### config.mk
export PLATFORM = sky130hd
export DESIGN_NAME = mmcm_drp_seq
export DESIGN_NICKNAME = d
export VERILOG_FILES = /design/src/rtl/mmcm_drp_pkg.sv /design/src/rtl/drp_timeout_ctr.sv /design/src/rtl/mmcm_drp_seq.sv
export SDC_FILE = /design/constraint.sdc
export NUM_CORES = 1
export LEC_CHECK = 0
export ABC_AREA = 1
export BUFFER_PORTS_ARGS = -buffer_cell sky130_fd_sc_hd__buf_2
export CORE_ASPECT_RATIO = 2
export CORE_UTILIZATION = 48
export DETAILED_ROUTE_END_ITERATION = 7
export GPL_TIMING_DRIVEN = 1
export PLACE_DENSITY = 0.76
export SLEW_MARGIN = 20
export SYNTH_ARGS = -nofsm -noshare
export SYNTH_HDL_FRONTEND = slang
export SYNTH_SLANG_ARGS = --single-unit
### constraint.sdc
create_clock -name clk_usb -period 1.73 [get_ports clk_usb]
set_input_delay 0.346 -clock clk_usb [delete_from_list [all_inputs] [get_ports clk_usb]]
set_output_delay 0.346 -clock clk_usb [all_outputs]
set_load 0.01 [all_outputs]
### src/rtl/mmcm_drp_pkg.sv
// Shared types and constants for the MMCM DRP sequencer.
package mmcm_drp_pkg;

    localparam int DRP_ADDR_W       = 7;
    localparam int DRP_DATA_W       = 16;
    localparam int DEF_DRDY_TIMEOUT = 255;
    localparam int DEF_LOCK_TIMEOUT = 65535;
    // The wait counter loads 1 on state entry, so LOCKED is trusted from the
    // third LOCK_WAIT cycle, i.e. two cycles after the sequencer reset fell.
    localparam int LOCK_SETTLE      = 3;

    typedef enum logic [2:0] {
        IDLE,
        RD,
        RD_WAIT,
        WR,
        WR_WAIT,
        LOCK_WAIT
    } drp_seq_state_t;

    typedef struct packed {
        logic                  we;
        logic [DRP_ADDR_W-1:0] addr;
        logic [DRP_DATA_W-1:0] din;
        logic [DRP_DATA_W-1:0] mask;
    } drp_req_t;

    // mask bit 1 keeps the current register bit, 0 takes the new data bit
    function automatic logic [DRP_DATA_W-1:0] rmw_merge(
        input logic [DRP_DATA_W-1:0] cur,
        input logic [DRP_DATA_W-1:0] din,
        input logic [DRP_DATA_W-1:0] mask
    );
        return (cur & mask) | (din & ~mask);
    endfunction

endpackage

### src/rtl/drp_timeout_ctr.sv
// Loadable up-counter with clear and compare-equal, shared by the DRP wait states.
module drp_timeout_ctr #(
    parameter int W = 16
) (
    input  logic         clk,
    input  logic         rst_n,
    input  logic         clr,
    input  logic         ld,
    input  logic [W-1:0] ld_val,
    input  logic [W-1:0] cmp,
    output logic [W-1:0] count,
    output logic         eq
);

    always_ff @(posedge clk or negedge rst_n) begin
        if (!rst_n)
            count <= '0;
        else if (clr)
            count <= '0;
        else if (ld)
            count <= ld_val;
        else
            count <= count + W'(1);
    end

    assign eq = (count == cmp);

endmodule

### src/rtl/mmcm_drp_seq.sv
// Turns single-cycle register requests into DRP read / masked read-modify-write
// transactions, holding the MMCM in reset across writes until it relocks.
module mmcm_drp_seq
    import mmcm_drp_pkg::*;
#(
    parameter int pDRDY_TIMEOUT = DEF_DRDY_TIMEOUT,
    parameter int pLOCK_TIMEOUT = DEF_LOCK_TIMEOUT,
    parameter int pCTR_W        = 16
) (
    input  logic                  clk_usb,
    input  logic                  reset_n,
    input  logic                  req_en,
    input  logic                  req_we,
    input  logic [DRP_ADDR_W-1:0] req_addr,
    input  logic [DRP_DATA_W-1:0] req_din,
    input  logic [DRP_DATA_W-1:0] req_mask,
    input  logic                  rst_hold,
    input  logic                  clr_err,
    output logic                  busy,
    output logic                  done,
    output logic [DRP_DATA_W-1:0] rdata,
    output logic                  err_timeout,
    output logic                  err_lock,
    output logic                  err_overrun,
    output logic [DRP_ADDR_W-1:0] daddr,
    output logic                  den,
    output logic                  dwe,
    output logic [DRP_DATA_W-1:0] di,
    input  logic [DRP_DATA_W-1:0] do_i,
    input  logic                  drdy,
    output logic                  mmcm_rst,
    input  logic                  locked
);

    localparam logic [pCTR_W-1:0] DRDY_CMP   = pCTR_W'(pDRDY_TIMEOUT);
    localparam logic [pCTR_W-1:0] LOCK_CMP   = pCTR_W'(pLOCK_TIMEOUT);
    localparam logic [pCTR_W-1:0] SETTLE_CNT = pCTR_W'(LOCK_SETTLE);

    drp_seq_state_t    state, next_state;
    drp_req_t          req_q;
    logic              rst_seq, rst_seq_d;
    logic [pCTR_W-1:0] ctr_count, ctr_cmp;
    logic              ctr_eq, lock_ok, in_drdy_wait;
    logic              den_d, dwe_d, busy_d, done_d;
    logic              set_to, set_lk, set_ov, cap_rd;

    assign ctr_cmp      = (state == LOCK_WAIT) ? LOCK_CMP : DRDY_CMP;
    assign lock_ok      = locked && (ctr_count >= SETTLE_CNT);
    assign in_drdy_wait = (state == RD_WAIT) || (state == WR_WAIT);

    // Every state entry restarts the count at 1; IDLE holds it at zero.
    drp_timeout_ctr #(.W(pCTR_W)) u_ctr (
        .clk    (clk_usb),
        .rst_n  (reset_n),
        .clr    (next_state == IDLE),
        .ld     (next_state != state),
        .ld_val (pCTR_W'(1)),
        .cmp    (ctr_cmp),
        .count  (ctr_count),
        .eq     (ctr_eq)
    );

    always_ff @(posedge clk_usb or negedge reset_n) begin
        if (!reset_n)
            state <= IDLE;
        else
            state <= next_state;
    end

    always_comb begin
        next_state = state;
        case (state)
            IDLE:      if (req_en) next_state = RD;
            RD:        next_state = RD_WAIT;
            RD_WAIT:   if (drdy) next_state = req_q.we ? WR : IDLE;
                       else if (ctr_eq) next_state = IDLE;
            WR:        next_state = WR_WAIT;
            WR_WAIT:   if (drdy) next_state = LOCK_WAIT;
                       else if (ctr_eq) next_state = IDLE;
            LOCK_WAIT: if (lock_ok || ctr_eq) next_state = IDLE;
            default:   next_state = IDLE;
        endcase
    end

    always_comb begin
        den_d     = (next_state == RD) || (next_state == WR);
        dwe_d     = (next_state == WR);
        busy_d    = (next_state != IDLE);
        done_d    = (state != IDLE) && (next_state == IDLE);
        set_to    = in_drdy_wait && !drdy && ctr_eq;
        set_lk    = (state == LOCK_WAIT) && !lock_ok && ctr_eq;
        set_ov    = req_en && (state != IDLE);
        cap_rd    = (state == RD_WAIT) && drdy;
        rst_seq_d = rst_seq;
        if (next_state == WR)
            rst_seq_d = 1'b1;
        else if (state == WR_WAIT && next_state != WR_WAIT)
            rst_seq_d = 1'b0;
    end

    always_ff @(posedge clk_usb or negedge reset_n) begin
        if (!reset_n) begin
            req_q       <= '0;
            den         <= 1'b0;
            dwe         <= 1'b0;
            busy        <= 1'b0;
            done        <= 1'b0;
            rst_seq     <= 1'b0;
            rdata       <= '0;
            di          <= '0;
            err_timeout <= 1'b0;
            err_lock    <= 1'b0;
            err_overrun <= 1'b0;
        end else begin
            if (state == IDLE && req_en)
                req_q <= '{we: req_we, addr: req_addr, din: req_din, mask: req_mask};
            den     <= den_d;
            dwe     <= dwe_d;
            busy    <= busy_d;
            done    <= done_d;
            rst_seq <= rst_seq_d;
            if (cap_rd) begin
                rdata <= do_i;
                if (req_q.we)
                    di <= rmw_merge(do_i, req_q.din, req_q.mask);
            end
            err_timeout <= set_to | (err_timeout & ~clr_err);
            err_lock    <= set_lk | (err_lock & ~clr_err);
            err_overrun <= set_ov | (err_overrun & ~clr_err);
        end
    end

    assign daddr    = req_q.addr;
    assign mmcm_rst = rst_hold | rst_seq;

endmodule

==> flow_summary.json, run 1 <==
{
  "slew_headroom_pct": 70.84,
  "finalHoldViolations": 0,
  "final_cell_mix": "nand2_1, buf_2, dfrtp_1, o21ai_0, buf_4",
  "ir_drop_v": 0.0008740,
  "drc": 0,
  "avgSynthCellArea_um2": 8.504,
  "first_iter_violations": 131,
  "min_period_over_period_pct": 117.0,
  "min_period_ns": 2.024,
  "required_ns": 1.96,
  "worst_pin_slew_ns": 0.4327,
  "netlist-cell-type-count": 30,
  "nets": 724,
  "design.core.area_um2": 8951,
  "critPathMaxFanout": 8,
  "initial_core_util_pct": 49.12,
  "yosys_warnings": 0,
  "wirelength_um": 10470,
  "start_kind": "flop",
  "antenna_found_initial": 0,
  "setup_ws_ns": -0.2944,
  "cp_cell_sequence": "ha_2, nand2_2, inv_2, nand2_4, nor2_4, nand3_4, nand2_2, nand2_2, nand2_2, nand2_4, nor3_4, buf_4, clkbuf_16, nor2_1",
  "fin_area_um2": 5789,
  "netlist_instances": 517,
  "grt_pass1_vias": 3666,
  "clk_pin_slew_ns": 0.07,
  "arrival_ns": 2.25,
  "cts_tree": "yes",
  "cp_common_cell": "nand2_2",
  "final_max_slew_viol_count": 0,
  "cp_slowest_stage_delay_ns": 0.37,
  "ant_nets": 0,
  "p_per_area_nw_per_um2": 1641,
  "drive_above_1_share_pct": 31.43,
  "fmax_mhz": 494.0,
  "dp_cells": 744,
  "gr-usage-all-layers_pct": 21.82,
  "place_area_um2": 5316,
  "rsz0062_at_grt": "true",
  "status": "complete, but fails checks",
  "place_congestion": 0.8752,
  "synth_seq_cells": 99,
  "setup_viol": 19,
  "grt_max_degree": 44,
  "via_count": 3794,
  "port-buffer-count": 109,
  "clkSinkCount": 99,
  "path_buf_inv": 3,
  "hpwl_um": 7427,
  "p_leak_nw": 3.135,
  "num_antenna_cells": 0,
  "fp.dieArea_um2": 9570,
  "clock_latency_ns": 0.34,
  "max-clock-path-buffers": 2,
  "violations": "negative setup slack",
  "num_io_pins": 110,
  "end_kind": "flop",
  "seq_area_frac_synth_pct": 56.35,
  "maxCapViolations": 0,
  "rows": 49,
  "critical_path_class": "reg -> reg",
  "fin_worst_skew_ns": 0.006473,
  "syn_nets": 581,
  "htreeDepth": 3,
  "viasPerCell": 4.947,
  "first_pass_iters": 4,
  "hold_path_class": "in -> reg",
  "drt-wirelength-per-cell_um": 13.65,
  "cp_slowest_cell": "dfrtp_1",
  "synth_area_um2": 4397,
  "crit_family": "simple AND/OR/NAND/NOR gates",
  "grt_pass1_wl_um": 16410,
  "cts_inserted_buffers": 9,
  "place_ws_ns": -0.1855,
  "grt-ovfl-total": 0,
  "fin_cells": 767,
  "cts_root_buffer": "clkbuf_16",
  "final_common_cell": "nand2_1",
  "syn2layout_area_growth_pct": 31.67,
  "die_width_um": 69.68,
  "die_y_um": 137.4
}
## path summary, 6_finish.rpt
path                           startpoint               to  slack (ns)  depth (start not counted)
setup / recovery           u_ctr.count[0]  u_ctr.count[12]       -0.29                         14
hold / removal                req_din[13]        req_q[29]        0.21                          3
setup reg to reg           u_ctr.count[0]  u_ctr.count[12]       -0.29                         14
hold reg to reg                 req_q[26]        req_q[26]        0.46                          2
max in group asynchronous         reset_n        req_q[27]        0.73                          3
min in group asynchronous         reset_n  u_ctr.count[12]        0.46                          2
## final cells by class
cell class                      instances  area [um2]
Clock inverter                          5       38.79
Timing Repair Buffer                  156       994.7
Tap cell                              102       127.6
Clock buffer                           11       242.7
Inverter                               42       170.2
Fill cell                             759        3162
Multi-Input combinational cell        352        1738
Sequential cell                        99        2477
## worst reg2reg max path, delay by kind of cell, from the launching register on
family        cells  cell delay, ns
buf+inv           3            0.38
simple gates     10            0.94
flops             1            0.37
fa+ha+maj         1            0.22
## report_power, final
group | leakage [nW] | internal [mW] | total [mW] | switching, mW
logic | 1.73 | 1.69 | 3.89 | 2.20
registers | 1.26 | 3.23 | 3.74 | 0.506
clock network | 0.136 | 1.02 | 1.87 | 0.849
## per-layer routing
layer	up-vias	track usage, %	part of all wire, %
met4	0	9.222	2.7
met2	83	41.21	56
li1	1900	-	-
met5	-	0	0
met3	20	3.877	3.0
met1	1791	23.68	38
## stage by stage
stage,TNS [ns],power [mW],hold slack [ns],utilization [%]
floorplan,-0.6997,5.823,0.05041,-
global placement,-1.014,7.062,0.2796,59.39
detailed placement,-2.268,7.208,0.2810,59.39
CTS,-1.895,9.188,0.1883,62.99
global route,-6.148,10.15,0.2042,64.68
finish,-4.278,9.501,0.2053,64.68
## registers in the layout, summed over array words and instances, names as in the netlist, 3 cells and up
register     flops
daddr            7
di              16
rdata           16
req_q           33
state            3
u_ctr.count     16
## synthesized netlist by cell type
cell type / count / share of area (%)
nand2_1: 203 / 17
dfrtp_1: 99 / 56
o21ai_0: 54 / 6.1
inv_1: 37 / 3.2
nor2_1: 37 / 3.2
clkbuf_1: 14 / 1.2
nand3_1: 12 / 1.4
buf_4: 9 / 1.5
nand3b_1: 8 / 1.4
xor2_1: 8 / 1.6
nand4_1: 6 / 0.85
inv_2: 5 / 0.43
nor2_4: 4 / 1.0
nand3_2: 3 / 0.68
nor2_2: 2 / 0.28
xnor2_1: 2 / 0.40
buf_6: 1 / 0.26
ha_1: 1 / 0.28
nand2_2: 1 / 0.14
nand3_4: 1 / 0.40
nand4_2: 1 / 0.28
nor3_1: 1 / 0.11
nor3_4: 1 / 0.37
nor4_1: 1 / 0.14
o21ai_1: 1 / 0.11
o21ai_2: 1 / 0.20
o21bai_1: 1 / 0.17
o22ai_1: 1 / 0.14
o41ai_2: 1 / 0.37
or2_2: 1 / 0.14
## repair_timing
item,CTS,global route
pin swaps,7,6
resized for setup,7,26
buffers inserted,1,4
endpoints found under the hold margin,22,0
endpoints found under the setup margin,19,30
hold buffers,1,0
gates cloned,0,1
## logic make-up (layout without fill, tap and decap cells)
group           after synthesis  in the layout  synth area share [%]
simple gates                282            282                 27.66
flops                        99             99                 56.35
buf+inv                      66            214                 6.574
compound gates               59             59                 7.143
xor+xnor                     10             10                 1.992
fa+ha+maj                     1              1                0.2845
(Power assumes the default switching activity.)
==> run 2, diff against run 1 <==
--- a/config.mk
+++ b/config.mk
@@ -6,12 +6,12 @@
 export NUM_CORES = 1
 export LEC_CHECK = 0
 export ABC_AREA = 1
-export BUFFER_PORTS_ARGS = -buffer_cell sky130_fd_sc_hd__buf_2
 export CORE_ASPECT_RATIO = 2
-export CORE_UTILIZATION = 48
+export CORE_UTILIZATION = 50
 export DETAILED_ROUTE_END_ITERATION = 7
+export DONT_BUFFER_PORTS = 1
 export GPL_TIMING_DRIVEN = 1
-export PLACE_DENSITY = 0.76
+export PLACE_DENSITY = 0.68
 export SLEW_MARGIN = 20
 export SYNTH_ARGS = -nofsm -noshare
 export SYNTH_HDL_FRONTEND = slang
==> flow_summary.json, run 2 (same netlist as run 1, synthesis figures left out) <==
{
  "status": "complete, but fails checks",
  "violations": "negative hold slack, negative setup slack",
  "p_leak_nw": 2.687,
  "drive_above_1_share_pct": 17.06,
  "r2r-start": "u_ctr.count[0]",
  "die_width_um": 68.31,
  "htreeDepth": 3,
  "syn2layout_area_growth_pct": 18.47,
  "design.core.area_um2": 8588,
  "critPathMaxFanout": 7,
  "cts_tree": "yes",
  "setup_ws_ns": -0.2322,
  "rsz0062_at_grt": "true",
  "port-buffer-count": 0,
  "required_ns": 1.96,
  "arrival_ns": 2.19,
  "place_ws_ns": -0.1430,
  "cts_root_buffer": "clkbuf_16",
  "die_y_um": 134.6,
  "finalHoldViolations": 99,
  "rows": 48,
  "via_count": 3378,
  "first_pass_iters": 4,
  "cp_slowest_stage_delay_ns": 0.37,
  "antenna_found_initial": 0,
  "maxCapViolations": 0,
  "nets": 616,
  "place_congestion": 0.8086,
  "worstSetupStartpoint": "u_ctr.count[0]",
  "setup_viol": 19,
  "holdWs_ns": -0.3027,
  "ant_nets": 0,
  "ff2ff_path_depth": 14,
  "fin_worst_skew_ns": 0.008970,
  "wirelength_um": 9933,
  "min_period_ns": 1.962,
  "start_kind": "flop",
  "first_iter_violations": 130,
  "num_antenna_cells": 0,
  "slew_headroom_pct": 67.05,
  "end_kind": "flop",
  "regMostFlops": "req_q",
  "final_cell_mix": "nand2_1, dfrtp_1, o21ai_0, buf_4, inv_1",
  "fp.dieArea_um2": 9195,
  "max-clock-path-buffers": 2,
  "worst_pin_slew_ns": 0.4890,
  "fmax_mhz": 509.6,
  "hpwl_um": 6792,
  "drc": 0,
  "clkSinkCount": 99,
  "viasPerCell": 5.142,
  "cp_common_cell": "nand2_2",
  "min_period_over_period_pct": 113.4,
  "final_max_slew_viol_count": 0,
  "grt_max_degree": 100,
  "cp_cell_sequence": "ha_2, nand2_2, inv_2, nand2_4, nor2_4, nand3_4, nand2_2, nand2_1, nand2_2, nand2_2, nor3_4, buf_4, clkbuf_16, nor2_1",
  "cts_inserted_buffers": 9,
  "clk_pin_slew_ns": 0.07,
  "largest_reg_flops": 33,
  "final_common_cell": "nand2_1",
  "num_io_pins": 110,
  "p_per_area_nw_per_um2": 1723,
  "ir_drop_v": 0.001214,
  "initial_core_util_pct": 51.19,
  "grt_pass1_vias": 3246,
  "critical_path_class": "reg -> reg",
  "hold_path_class": "in -> async",
  "clock_latency_ns": 0.34,
  "gr-usage-all-layers_pct": 22.28,
  "drt-wirelength-per-cell_um": 15.12,
  "cp_slowest_cell": "dfrtp_1",
  "timing.setup.tns_ns": -3.493,
  "grt-ovfl-total": 0,
  "num-fill-cells": 733,
  "grt_pass1_wl_um": 15110
}
-- run 2: cell types whose count changed in the layout (fill, tap and decap cells not counted), sizes merged --
| cell | delta |
|---|---|
| buf | -107 |
| bufinv | +1 |
| clkinv | -3 |
| dlygate4sd3 | -1 |
| inv | +2 |
-- run 2: what timing repair did --
item | 4_1_cts | 5_1_grt
endpoints found under the setup margin | 18 | 59
hold endpoints to repair | 99 | 99
resized for setup | 2 | 17
pin swaps | 3 | 1
buffers inserted | 2 | 4
gates cloned | 0 | 1
-- run 2: metrics by stage --
stage          power, mW  std cells  cell area [um2]  utilization [%]
2_1_floorplan      5.823        517             4408                -
3_3_place_gp       6.558        634             4748            55.29
3_5_place_dp       6.677        634             4748            55.29
4_1_cts            8.761        652             5081            59.16
5_1_grt            9.573        657             5209            60.65
6_report           8.977        657             5209            60.65
-- run 2: path summary, 6_finish.rpt --
kind | endpoint | slack (ns)
max | u_ctr.count[14] | -0.23
min | state[1] | -0.30
max reg2reg | u_ctr.count[14] | -0.23
min reg2reg | req_q[28] | 0.47
max in group asynchronous | req_q[9] | 1.89
min in group clk_usb | err_timeout | 0.11
-- run 2: metal layers --
layer | global-route usage, % | vias to the layer above | part of all wire (%)
li1 | - | 1680 | -
met1 | 26.30 | 1586 | 39
met2 | 37.69 | 95 | 54
met3 | 4.307 | 17 | 4.0
met4 | 10.07 | 0 | 2.6
met5 | 0 | - | 0
-- run 2: layout make-up --
cell class                 count  area [um2]  share of cell area, %
sequential                    99        2477                  47.56
multi-input combinational    352        1705                  32.74
timing repair buffer          48       430.4                  8.263
clock buffer                  11       252.7                  4.852
inverter                      42       157.7                  3.027
tap                          100       125.1                  2.402
clock inverter                 5       60.06                  1.153
-- run 2: power breakdown --
group	switching [mW]	internal, mW
clock	0.844	1.20
sequential	0.833	3.24
combinational	1.62	1.24
total	3.30	5.68
-- run 2: worst max-delay path: cells and delay by family, from the launching register on --
kind | cells | cell delay (ns)
adders and majority gates | 1 | 0.21
buffers and inverters | 3 | 0.39
DFF | 1 | 0.37
and+or+nand+nor | 10 | 0.87
==> run 3, diff against run 2 <==
--- a/config.mk
+++ b/config.mk
@@ -12,7 +12,10 @@
 export DONT_BUFFER_PORTS = 1
 export GPL_TIMING_DRIVEN = 1
 export PLACE_DENSITY = 0.68
+export RECOVER_POWER = 25
+export SETUP_SLACK_MARGIN = 0.1
 export SLEW_MARGIN = 20
 export SYNTH_ARGS = -nofsm -noshare
 export SYNTH_HDL_FRONTEND = slang
 export SYNTH_SLANG_ARGS = --single-unit
+export TNS_END_PERCENT = 10
==> flow_summary.json, run 3 (same netlist as run 1, synthesis figures left out) <==
{
  "status": "complete, but fails checks",
  "violations": "negative hold slack, negative setup slack",
  "cts_tree": "yes",
  "finalHoldViolations": 99,
  "die_y_um": 134.6,
  "ant_nets": 0,
  "fmax_mhz": 529.4,
  "holdWs_ns": -0.3033,
  "crit_family": "simple AND/OR/NAND/NOR gates",
  "r2r-start": "u_ctr.count[1]",
  "final_common_cell": "nand2_1",
  "required_ns": 1.96,
  "cp_slowest_stage_delay_ns": 0.37,
  "clk_pin_slew_ns": 0.06,
  "swShare_pct": 36.14,
  "first_pass_iters": 4,
  "final_max_slew_viol_count": 0,
  "setup_ws_ns": -0.1590,
  "min_period_ns": 1.889,
  "place_ws_ns": -0.1210,
  "max-clock-path-buffers": 2,
  "p_int_mw": 5.864,
  "first_iter_violations": 146,
  "drive_above_1_share_pct": 17.15,
  "power.switching_mw": 3.319,
  "path_buf_inv": 3,
  "grt_max_degree": 100,
  "end_kind": "flop",
  "drc": 0,
  "worstSetupStartpoint": "u_ctr.count[1]",
  "ir_drop_v": 0.001010,
  "design.core.area_um2": 8588,
  "fin_area_um2": 5220,
  "arrival_ns": 2.12,
  "via_count": 3357,
  "cp_cell_sequence": "ha_2, nand2_2, inv_2, nand2_4, nor2_4, nand4_1, nand2_1, nand3_2, nor3_4, buf_6, buf_12, nor2_1",
  "viasPerCell": 5.133,
  "num_antenna_cells": 0,
  "gr-usage-all-layers_pct": 22.93,
  "die_width_um": 68.31,
  "nets": 613,
  "cts_inserted_buffers": 9,
  "clock_latency_ns": 0.34,
  "maxCapViolations": 0,
  "setup_viol": 19,
  "clkSinkCount": 99,
  "place_congestion": 0.8302,
  "rows": 48,
  "start_kind": "flop",
  "syn2layout_area_growth_pct": 18.73,
  "num-fill-cells": 754,
  "initial_core_util_pct": 51.19,
  "place_area_um2": 4741,
  "critical_path_class": "reg -> reg",
  "combPwrFrac_pct": 32.3,
  "pwr-share-seq_pct": 44.2,
  "p_per_area_nw_per_um2": 1759,
  "antenna_found_initial": 0,
  "wirelength_um": 9721,
  "hpwl_um": 6711,
  "cts_root_buffer": "clkbuf_16",
  "clockPowerShare_pct": 23.5,
  "grt_pass1_vias": 3299,
  "regMostFlops": "req_q",
  "htreeDepth": 3,
  "grt_pass1_wl_um": 15440,
  "min_period_over_period_pct": 109.2,
  "cp_slowest_cell": "dfrtp_1",
  "port-buffer-count": 0,
  "slew_headroom_pct": 66.12,
  "num_io_pins": 110,
  "p_leak_nw": 2.679,
  "grt-ovfl-total": 0,
  "rsz0062_at_grt": "true",
  "largest_reg_flops": 33,
  "worst_pin_slew_ns": 0.5027,
  "drt-wirelength-per-cell_um": 14.86,
  "hold_path_class": "in -> async",
  "critPathMaxFanout": 8,
  "final_cell_mix": "nand2_1, dfrtp_1, o21ai_0, inv_1, buf_4",
  "fin_worst_skew_ns": 0.005618,
  "fp.dieArea_um2": 9195
}
## run 3: cell types whose count changed in the layout (fill, tap and decap cells not counted), sizes merged
cell and delta:
clkinv +1, clkbuf -1, buf -2, bufinv +1
clkinvlp -1, inv -1
## run 3: cell type report
type,instances,area [um2],share of cell area [%]
Clock buffer,11,242.7,4.650
Clock inverter,5,86.33,1.654
Inverter,42,157.7,3.020
Multi-Input combinational cell,352,1704,32.65
Sequential cell,99,2477,47.46
Tap cell,100,125.1,2.397
Timing Repair Buffer,45,426.7,8.174
## run 3: power groups by stage
stage                     logic [mW]  clock network, mW  registers, mW
after floorplan                 1.92                  0           3.89
after global routing            3.30               2.28           4.17
after CTS                       2.93               2.21           4.07
after global placement          2.47                  0           4.07
final                           2.97               2.16           4.06
after detailed placement        2.57                  0           4.10
## run 3: final timing paths
kind                                   end  slack, ns  cells past startpoint
max                        u_ctr.count[11]      -0.16                     12
min                               state[1]      -0.30                      0
max reg2reg                u_ctr.count[11]      -0.16                     12
min reg2reg                      req_q[18]       0.47                      2
max in group asynchronous         rdata[3]       1.88                      0
min in group clk_usb           err_timeout       0.11                      1
## run 3: metal layers
metal,wire length [um],vias to the layer above,track usage (%),share of wire [%]
li1,-,1681,-,-
met1,3899,1572,26.76,40
met2,5273,92,39.38,54
met3,346,12,4.392,3.6
met4,201,0,9.838,2.1
met5,0,-,0,0
## run 3: repair_timing
action,4_1_cts,5_1_grt
endpoints found under the setup margin,19,66
pin swaps,9,3
resized for setup,11,15
setup buffers,4,0
endpoints found under the hold margin,99,99
gates cloned,1,0
## run 3: through the flow
| step | instances | hold slack, ns | utilization, % | setup TNS (ns) | power (mW) |
|---|---|---|---|---|---|
| 5_1_grt | 654 | -0.3203 | 60.78 | -4.954 | 9.751 |
| 6_report | 654 | -0.3033 | 60.78 | -2.613 | 9.183 |
| 3_5_place_dp | 633 | 0.05220 | 55.20 | -1.920 | 6.672 |
| 2_1_floorplan | 517 | 0.05041 | - | -0.7165 | 5.809 |
| 3_3_place_gp | 633 | 0.05217 | 55.20 | -1.295 | 6.546 |
| 4_1_cts | 654 | -0.3167 | 60.24 | -2.444 | 9.200 |
